`src/rtl/inv_mix_column_seq_if.sv`:
```
// Column stream bundle: valid/ready handshake
// carrying one 32-bit AES state column.
interface inv_mix_column_seq_if;
  logic        valid;
  logic        ready;
  logic [31:0] column;

  modport master (
    output valid,
    output column,
    input  ready
  );

  modport slave (
    input  valid,
    input  column,
    output ready
  );
endinterface

```
`src/rtl/inv_mix_column_seq.sv`:
```
// Sequential AES InvMixColumns for one column,
// ROWS_PER_CYCLE output rows per clock.
module inv_mix_column_seq #(
  parameter int ROWS_PER_CYCLE = 1
) (
  input  logic                  pi_clk,
  input  logic                  pi_rst_n,
  inv_mix_column_seq_if.slave   i_col,
  inv_mix_column_seq_if.master  o_col
);

  if (!(ROWS_PER_CYCLE == 1 ||
        ROWS_PER_CYCLE == 2 ||
        ROWS_PER_CYCLE == 4)) begin : g_bad_rpc
    $error("ROWS_PER_CYCLE must be 1, 2 or 4");
  end

  typedef enum logic [1:0] {
    IDLE,
    CALC,
    DONE
  } state_t;

  localparam logic [1:0] LAST =
    2'(4 - ROWS_PER_CYCLE);
  localparam logic [1:0] STEP =
    2'(ROWS_PER_CYCLE);

  state_t          r_state;
  state_t          w_next;
  logic [3:0][7:0] r_a;
  logic [3:0][7:0] r_b;
  logic [1:0]      r_row;
  logic            w_acc;
  logic            w_last;
  logic            w_rdy;
  logic            w_vld;
  logic [1:0]      w_idx [ROWS_PER_CYCLE];
  logic [7:0]      w_row [ROWS_PER_CYCLE];

  function automatic logic [7:0] xt(
    input logic [7:0] x
  );
    return {x[6:0], 1'b0} ^
           (x[7] ? 8'h1B : 8'h00);
  endfunction

  // c selects which of x8/x4/x2/x1 to fold in
  function automatic logic [7:0] gm(
    input logic [7:0] x,
    input logic [3:0] c
  );
    logic [7:0] x2, x4, x8;
    x2 = xt(x);
    x4 = xt(x2);
    x8 = xt(x4);
    return (c[3] ? x8 : 8'h00) ^
           (c[2] ? x4 : 8'h00) ^
           (c[1] ? x2 : 8'h00) ^
           (c[0] ? x  : 8'h00);
  endfunction

  // Row j lives in byte ~j (row 0 = [31:24])
  function automatic logic [7:0] inv_row(
    input logic [3:0][7:0] a,
    input logic [1:0]      j
  );
    logic [1:0] j1, j2, j3;
    j1 = j + 2'd1;
    j2 = j + 2'd2;
    j3 = j + 2'd3;
    return gm(a[~j],  4'hE) ^
           gm(a[~j1], 4'hB) ^
           gm(a[~j2], 4'hD) ^
           gm(a[~j3], 4'h9);
  endfunction

  for (genvar k = 0; k < ROWS_PER_CYCLE;
       k++) begin : g_row
    assign w_idx[k] = r_row + 2'(k);
    assign w_row[k] = inv_row(r_a, w_idx[k]);
  end

  assign w_acc  = (r_state == IDLE) &&
                  i_col.valid;
  assign w_last = (r_row == LAST);

  always_ff @(posedge pi_clk or negedge pi_rst_n) begin
    if (!pi_rst_n) begin
      r_state <= IDLE;
    end else begin
      r_state <= w_next;
    end
  end

  always_comb begin
    w_next = r_state;
    w_rdy  = 1'b0;
    w_vld  = 1'b0;
    unique case (r_state)
      IDLE: begin
        w_rdy = 1'b1;
        if (i_col.valid) w_next = CALC;
      end
      CALC: begin
        if (w_last) w_next = DONE;
      end
      DONE: begin
        w_vld = 1'b1;
        if (o_col.ready) w_next = IDLE;
      end
      default: w_next = IDLE;
    endcase
  end

  always_ff @(posedge pi_clk or negedge pi_rst_n) begin
    if (!pi_rst_n) begin
      r_a   <= '0;
      r_b   <= '0;
      r_row <= '0;
    end else if (w_acc) begin
      r_a   <= i_col.column;
      r_b   <= '0;
      r_row <= '0;
    end else if (r_state == CALC) begin
      for (int k = 0; k < ROWS_PER_CYCLE; k++) begin
        r_b[~w_idx[k]] <= w_row[k];
      end
      r_row <= r_row + STEP;
    end
  end

  assign i_col.ready  = w_rdy;
  assign o_col.valid  = w_vld;
  assign o_col.column = r_b;

endmodule
```
`src/flat_wrapper.sv`:
```
// flat-port wrapper written by rule: the top's interface ports become plain ports
module inv_mix_column_seq_flat 
#(
  parameter int ROWS_PER_CYCLE = 1
)
  (pi_clk, pi_rst_n, i_col_valid, i_col_column, i_col_ready, o_col_valid, o_col_column, o_col_ready);
  inv_mix_column_seq_if i_col_i ();
  inv_mix_column_seq_if o_col_i ();
  input  logic pi_clk;
  input  logic pi_rst_n;
  input wire logic [$bits(i_col_i.valid)-1:0] i_col_valid;
  input wire logic [$bits(i_col_i.column)-1:0] i_col_column;
  output wire logic [$bits(i_col_i.ready)-1:0] i_col_ready;
  output wire logic [$bits(o_col_i.valid)-1:0] o_col_valid;
  output wire logic [$bits(o_col_i.column)-1:0] o_col_column;
  input wire logic [$bits(o_col_i.ready)-1:0] o_col_ready;
  assign i_col_i.valid = i_col_valid;
  assign i_col_i.column = i_col_column;
  assign i_col_ready = i_col_i.ready;
  assign o_col_valid = o_col_i.valid;
  assign o_col_column = o_col_i.column;
  assign o_col_i.ready = o_col_ready;
  inv_mix_column_seq #(.ROWS_PER_CYCLE(ROWS_PER_CYCLE)) u_core (.pi_clk(pi_clk), .pi_rst_n(pi_rst_n), .i_col(i_col_i), .o_col(o_col_i));
endmodule
```
`config.mk`:
```
export PLATFORM = sky130hd
export DESIGN_NAME = inv_mix_column_seq_flat
export DESIGN_NICKNAME = d
export VERILOG_FILES = /design/src/rtl/inv_mix_column_seq_if.sv /design/src/rtl/inv_mix_column_seq.sv /design/src/flat_wrapper.sv
export SDC_FILE = /design/constraint.sdc
export NUM_CORES = 1
export LEC_CHECK = 0
export BUFFER_PORTS_ARGS = -buffer_cell sky130_fd_sc_hd__buf_2
export CORE_AREA = 2 2 119 121
export CTS_CLUSTER_SIZE = 10
export DETAILED_ROUTE_END_ITERATION = 10
export DIE_AREA = 0 0 121 123
export GPL_TIMING_DRIVEN = 0
export PLACE_DENSITY = 0.59
export SYNTH_ARGS = -nofsm -noshare
export SYNTH_HDL_FRONTEND = slang
export SYNTH_SLANG_ARGS = --single-unit
```
`constraint.sdc`:
```
create_clock -name pi_clk -period 3.2 [get_ports pi_clk]
set_input_delay 0.48 -clock pi_clk [delete_from_list [all_inputs] [get_ports pi_clk]]
set_output_delay 0.48 -clock pi_clk [all_outputs]
set_load 0.05 [all_outputs]
```
# Word-level counts from Yosys, hierarchy flattened
# Cells that the tools add are included.
# totals
regBits,68
input_bits,36
out_inout_bits,34
# classes
addsub,3
n_lt_le_gt_ge,5
n_eq_ne,6
muxes,33
bitwise_logic,26
reduce_logical,5
# ops
op,n
$xor 8x8->8,22
$bmux 8 s2,4
$mux 32,2
$mux 5,12
$mux 8,5
$bwmux 32,1
$demux 8 s2,1
$lt 2x3->1 const B,4
$mux 2,5
$not 2->2,4
$pmux 2 s3,1
$add 2x2->2 const B,2
$eq 2x2->1 const B,2
$ne 2x2->1 const B,2
$reduce_and 3->1,1
$add 2x1->2 const B,1
$eq 2x1->1 const B,1
$ge 2x1->1 const B,1
$logic_and 1x1->1,2
$logic_not 2->1,1
$mux 1,2
$ne 2x1->1 const B,1
$reduce_bool 2->1,1

# Logic depth before layout (Yosys ltp)
# depth
depth_word,18
depth_mapped,12
mapped_depth_nobuf,8

# Least setup slack after synthesis
# OpenSTA, ideal clock, no wires.
# synth_path
path_type,register -> register
startpoint,register u_core.r_row[0]
endpoint,register u_core.r_b (netlist bit u_core.o_col.column[31])
setup_time_ns,0.121
t_arrival_ns,3.325
t_required_ns,3.079
path_slack_ns,-0.247
path_stages_with_launch,12
period_less_slack_ns,3.447
path_cell_list,dfrtp_1 buf_6 buf_12 inv_1 ha_1 buf_6 mux4_2 xor2_2 xnor2_2 xnor3_2 xor2_2 a32o_2
# synth_between
elab_chain_len,15
# synth_rtl
item,line,rtl
"start, declared",inv_mix_column_seq.sv:33,logic [1:0] r_row;
"start signal, assigned",inv_mix_column_seq.sv:129,r_row <= r_row + STEP;
$add 2x1->2,inv_mix_column_seq.sv:69,j1 = j + 2'd1;
$not 2->2,inv_mix_column_seq.sv:73,"gm(a[~j1], 4'hB) ^"
$bmux 8 s2,inv_mix_column_seq.sv:73,
$mux 8 (not written as such),inv_mix_column_seq.sv:73,
$xor 8x8->8 (3 in series),inv_mix_column_seq.sv:44,"return {x[6:0], 1'b0} ^"
$xor 8x8->8,inv_mix_column_seq.sv:58,(c[2] ? x4 : 8'h00) ^
$xor 8x8->8,inv_mix_column_seq.sv:59,(c[1] ? x2 : 8'h00) ^
$xor 8x8->8,inv_mix_column_seq.sv:72,"return gm(a[~j], 4'hE) ^"
$xor 8x8->8,inv_mix_column_seq.sv:73,
$xor 8x8->8,inv_mix_column_seq.sv:74,"gm(a[~j2], 4'hD) ^"
$bwmux 32 *,inv_mix_column_seq.sv:127,r_b[~w_idx[k]] <= w_row[k];
$mux 32 *,inv_mix_column_seq.sv:125,end else if (r_state == CALC) begin
$mux 32 *,inv_mix_column_seq.sv:121,end else if (w_acc) begin
"end signal, assigned by index",inv_mix_column_seq.sv:127,
"end, declared",inv_mix_column_seq.sv:32,logic [3:0][7:0] r_b;
# Every way passes the cells marked *; elsewhere a longest branch is shown, timed or not. The select of a mux whose other input is x is not followed.
# A chain may end at the register's enable or synchronous reset.

# Worst setup path in the final report
# layout_path
startpoint,register u_core.r_row[0]
endpoint,register u_core.r_b (netlist bit u_core.o_col.column[5])
# layout_between
elab_chain_len,16
# layout_rtl
item,line
$add 2x1->2,inv_mix_column_seq.sv:69
$not 2->2,inv_mix_column_seq.sv:73
$bmux 8 s2,inv_mix_column_seq.sv:73
$mux 8 (not written as such),inv_mix_column_seq.sv:73
$mux 5 / $xor 8x8->8 (equally long branches),"inv_mix_column_seq.sv:45, inv_mix_column_seq.sv:44"
$xor 8x8->8 / $mux 5 (equally long branches),"inv_mix_column_seq.sv:44, inv_mix_column_seq.sv:45"
$xor 8x8->8 (2 in series),inv_mix_column_seq.sv:44
$xor 8x8->8,inv_mix_column_seq.sv:58
$xor 8x8->8,inv_mix_column_seq.sv:59
$xor 8x8->8,inv_mix_column_seq.sv:72
$xor 8x8->8,inv_mix_column_seq.sv:73
$xor 8x8->8,inv_mix_column_seq.sv:74
$bwmux 32 *,inv_mix_column_seq.sv:127
$mux 32 *,inv_mix_column_seq.sv:125
$mux 32 *,inv_mix_column_seq.sv:121
# Marked as above.

==> results by group <==
Floorplan
  – IO Count: 70
  – Row cnt: 43
  – Placeable Area: between 10,000 and 15,000 um2
  – Die H: around 120 um
  – Die area: 14,880 um2
  – DIE WIDTH: 121 um
  – Initial core utilization: 0.3048

Synthesis
  – Post-synth top flop: dfrtp_1
  – Count leader, synth: dfrtp_1
  – Mapped Cells: between 300 and 400
  – Syn Nets: around 350
  – Top post-synthesis cells by area: dfrtp_1 (41%), mux4_2 (14%), mux2_2 (9.0%), xnor2_1 (7.4%), xnor2_2 (3.9%)
  – Area fraction in compound gates after synthesis: 0.05489
  – Mapped cell area: a little over 4000 um2
  – Simple-gate area share of the yosys netlist: 0.03619
  – Number of synthesized flops with an enable pin: 0
  – Synth cell count leaders: dfrtp_1 (68), xnor2_1 (35), mux2_2 (33)
  – Synth Register Bits: 68
  – Netlist cell types: 31
  – Cell accounting for the most synthesized area: dfrtp_1
  – Average size of a mapped cell: 13.60 um2
  – Share of the synthesized area in the top cell type: 0.4101
  – Register area share after synthesis: 0.4101
  – Largest family of logic cells by synthesized area: multiplexers
  – Yosys Warn Count: 0
  – Mux share of post-synthesis cell area: 0.2612
  – Post-synthesis adder-cell area fraction: 0.01206
  – XOR/XNOR Fraction of Synth Area: 0.2011
  – FFs w/ async S/R, synth: 1.000

STA
  – Worst slew pin tran: approximately 0.84 ns
  – RSZ-0062 raised after global routing: false
  – Fmax: 325.0 MHz
  – Tcrit/Tclk final: 0.9614
  – Slew headroom: 0.4368
  – Setup TNS: 0 ns
  – Final Hold Viols: 0
  – Slew Limit Fails: 0
  – Final worst slack: about 0.12 ns
  – Minimum clock period: 3.076 ns
  – Fin Clk Skew: approximately 0.006 ns
  – Final setup vio count: 0

Drt
  – Pre-Repair DR Iteration Count: 4
  – Final WL: approximately 9600 um
  – Vias per Instance: between 4 and 5
  – Iteration-0 DRC Markers: 79
  – Via count: 2,735
  – Residual DRC count: 0
  – Post-route antenna net violation count: 0
  – Wirelength per Cell: ~16 um

Worst setup path
  – R2R depth: 11
  – Crit path DAT: 3.29 ns
  – CP max FO: 10
  – WS Path Type: reg2reg
  – Crit end category: flip-flop
  – CP required: ~3.4 ns
  – Startpoint Class: flip-flop

Placed design
  – Hpwl dp: 7134 um
  – Port Buf Inserts: just under 70
  – Pre-CTS setup slack: -0.5561 ns
  – Placed cell count: 554
  – Final Wtd Congestion: between 0.7 and 0.8

Clock tree
  – Clock Tree Root: clkbuf_16
  – H-tree Lvls: 3
  – CTS Hold Bufs: 0
  – TritonCTS clock tree: done
  – Clk sink count: 68
  – Bufs on Longest Clock Path: 2
  – Worst skew pair latency: roughly 0.34 ns
  – CTS buffer count: 9
  – Clock Pin Slew Worst Setup and Hold Paths: 0.06 ns

GRT
  – GRT Resource Usage Total: 0.1365
  – Initial antenna violation count: 0
  – Largest net degree at the start of global routing: between 60 and 70
  – First-pass GRT wire length: between 15,000 and 20,000 um
  – Vias in the first global route: roughly 2,700
  – Gr ovfl total: 0

Finish
  – Final cell count without fillers: between 500 and 600
  – Multi-input gate area: approximately 2400 um2
  – N_diodes: 0
  – # fillers: ~1,300
  – Sequential cell area: 1703 um2
  – Ratio of cells with drive above 1 in the final layout: 0.4650
  – Synthesis-to-layout area growth: 26.15%
  – Fin nets: between 400 and 500
  – Final core utilization: 0.3845

Run
  – Maxcap violations: 0

Worst hold path
  – Worst hold path type: in2async

Run status
  – Status: finished, final reports clean
registers in the layout, summed over array words and instances, names as in the netlist:
name,count
u_core.o_col.column,32
u_core.r_state,2
u_core.r_a,32
u_core.r_row,2
cells in the final DEF (no fill, tap or decap), types with 3 or more instances in the layout:
cell type  Yosys  routed
buf_4          0      12
xnor3_1        5       5
dfrtp_1       68      67
inv_1          4       3
buf_2          2      68
xor2_1        12      11
xnor2_2       10      11
mux4_2        26      26
xnor3_2        3       3
a21oi_1        5       5
nor2_1         3       3
o21ai_1       28      28
a32o_1         3       3
clkbuf_16      0       9
ha_1           4       3
mux2_2        33      33
nand2_1       32      32
xor2_2         3       3
mux2i_1       10      10
xnor2_1       35      32
buf_1          3       3
per-layer routing:
| metal | share of wire | GRT usage | vias to the layer above |
|---|---|---|---|
| li1 | - | - | 1277 |
| met3 | 0.051 | 0.04059 | 10 |
| met5 | 0 | 0 | - |
| met1 | 0.44 | 0.1704 | 1372 |
| met2 | 0.49 | 0.2286 | 76 |
| met4 | 0.016 | 0.04215 | 0 |
timing repair:
item                       CTS  global route
buffers inserted            10             1
pin swaps                    4             4
setup endpoints to repair   32             9
gates resized for setup     11             3
gates cloned                 0             0
stage by stage:
stage	instance area (um2)	hold slack, ns
CTS	5204	0.2877
finish	5234	0.2538
global placement	4745	0.4618
global route	5234	0.3250
detailed placement	4747	0.4711
floorplan	4174	0.1844
final cells by class:
cell class	count	share of cell area
clock inverters	7	0.01889
plain buffers	11	0.02104
well taps	180	0.04303
repair buffers	80	0.08224
clock buffers	9	0.04303
flip-flops and latches	68	0.3254
multi-input cells	221	0.4628
inverters	4	0.003586
worst max-delay path: stages (launching register included):
cell and delay, ns:
dfrtp_2 0.41, buf_12 0.12, buf_12 0.10, clkinvlp_4 0.11
ha_4 0.35, buf_6 0.20, mux4_2 0.55, xnor3_1 0.36
xnor2_1 0.29, xnor2_2 0.12, xnor2_2 0.23, o21ai_1 0.10
kinds of logic after synthesis:
kind of cell,Yosys count
compound gates,40
xor+xnor,69
fa+ha+maj,4
buf+inv,16
flops,68
mux,70
simple gates,38
final timing paths:
check	startpoint	endpoint	slack, ns
min in group pi_clk	o_col_ready	u_core.r_state[1]$_DFFE_PN0P_	0.33
max in group asynchronous	pi_rst_n	u_core.r_row[0]$_DFFE_PN0P_	2.36
min reg2reg	u_core.o_col.column[20]$_DFFE_PN0P_	u_core.o_col.column[20]$_DFFE_PN0P_	0.48
min	pi_rst_n	u_core.r_a[24]$_DFFE_PN0P_	0.25
max reg2reg	u_core.r_row[0]$_DFFE_PN0P_	u_core.o_col.column[5]$_DFFE_PN0P_	0.12
max	u_core.r_row[0]$_DFFE_PN0P_	u_core.o_col.column[5]$_DFFE_PN0P_	0.12
Power is left out: the tool's default activity adds up to more than one toggle a clock period on the data nets, which glitch-free logic cannot reach.
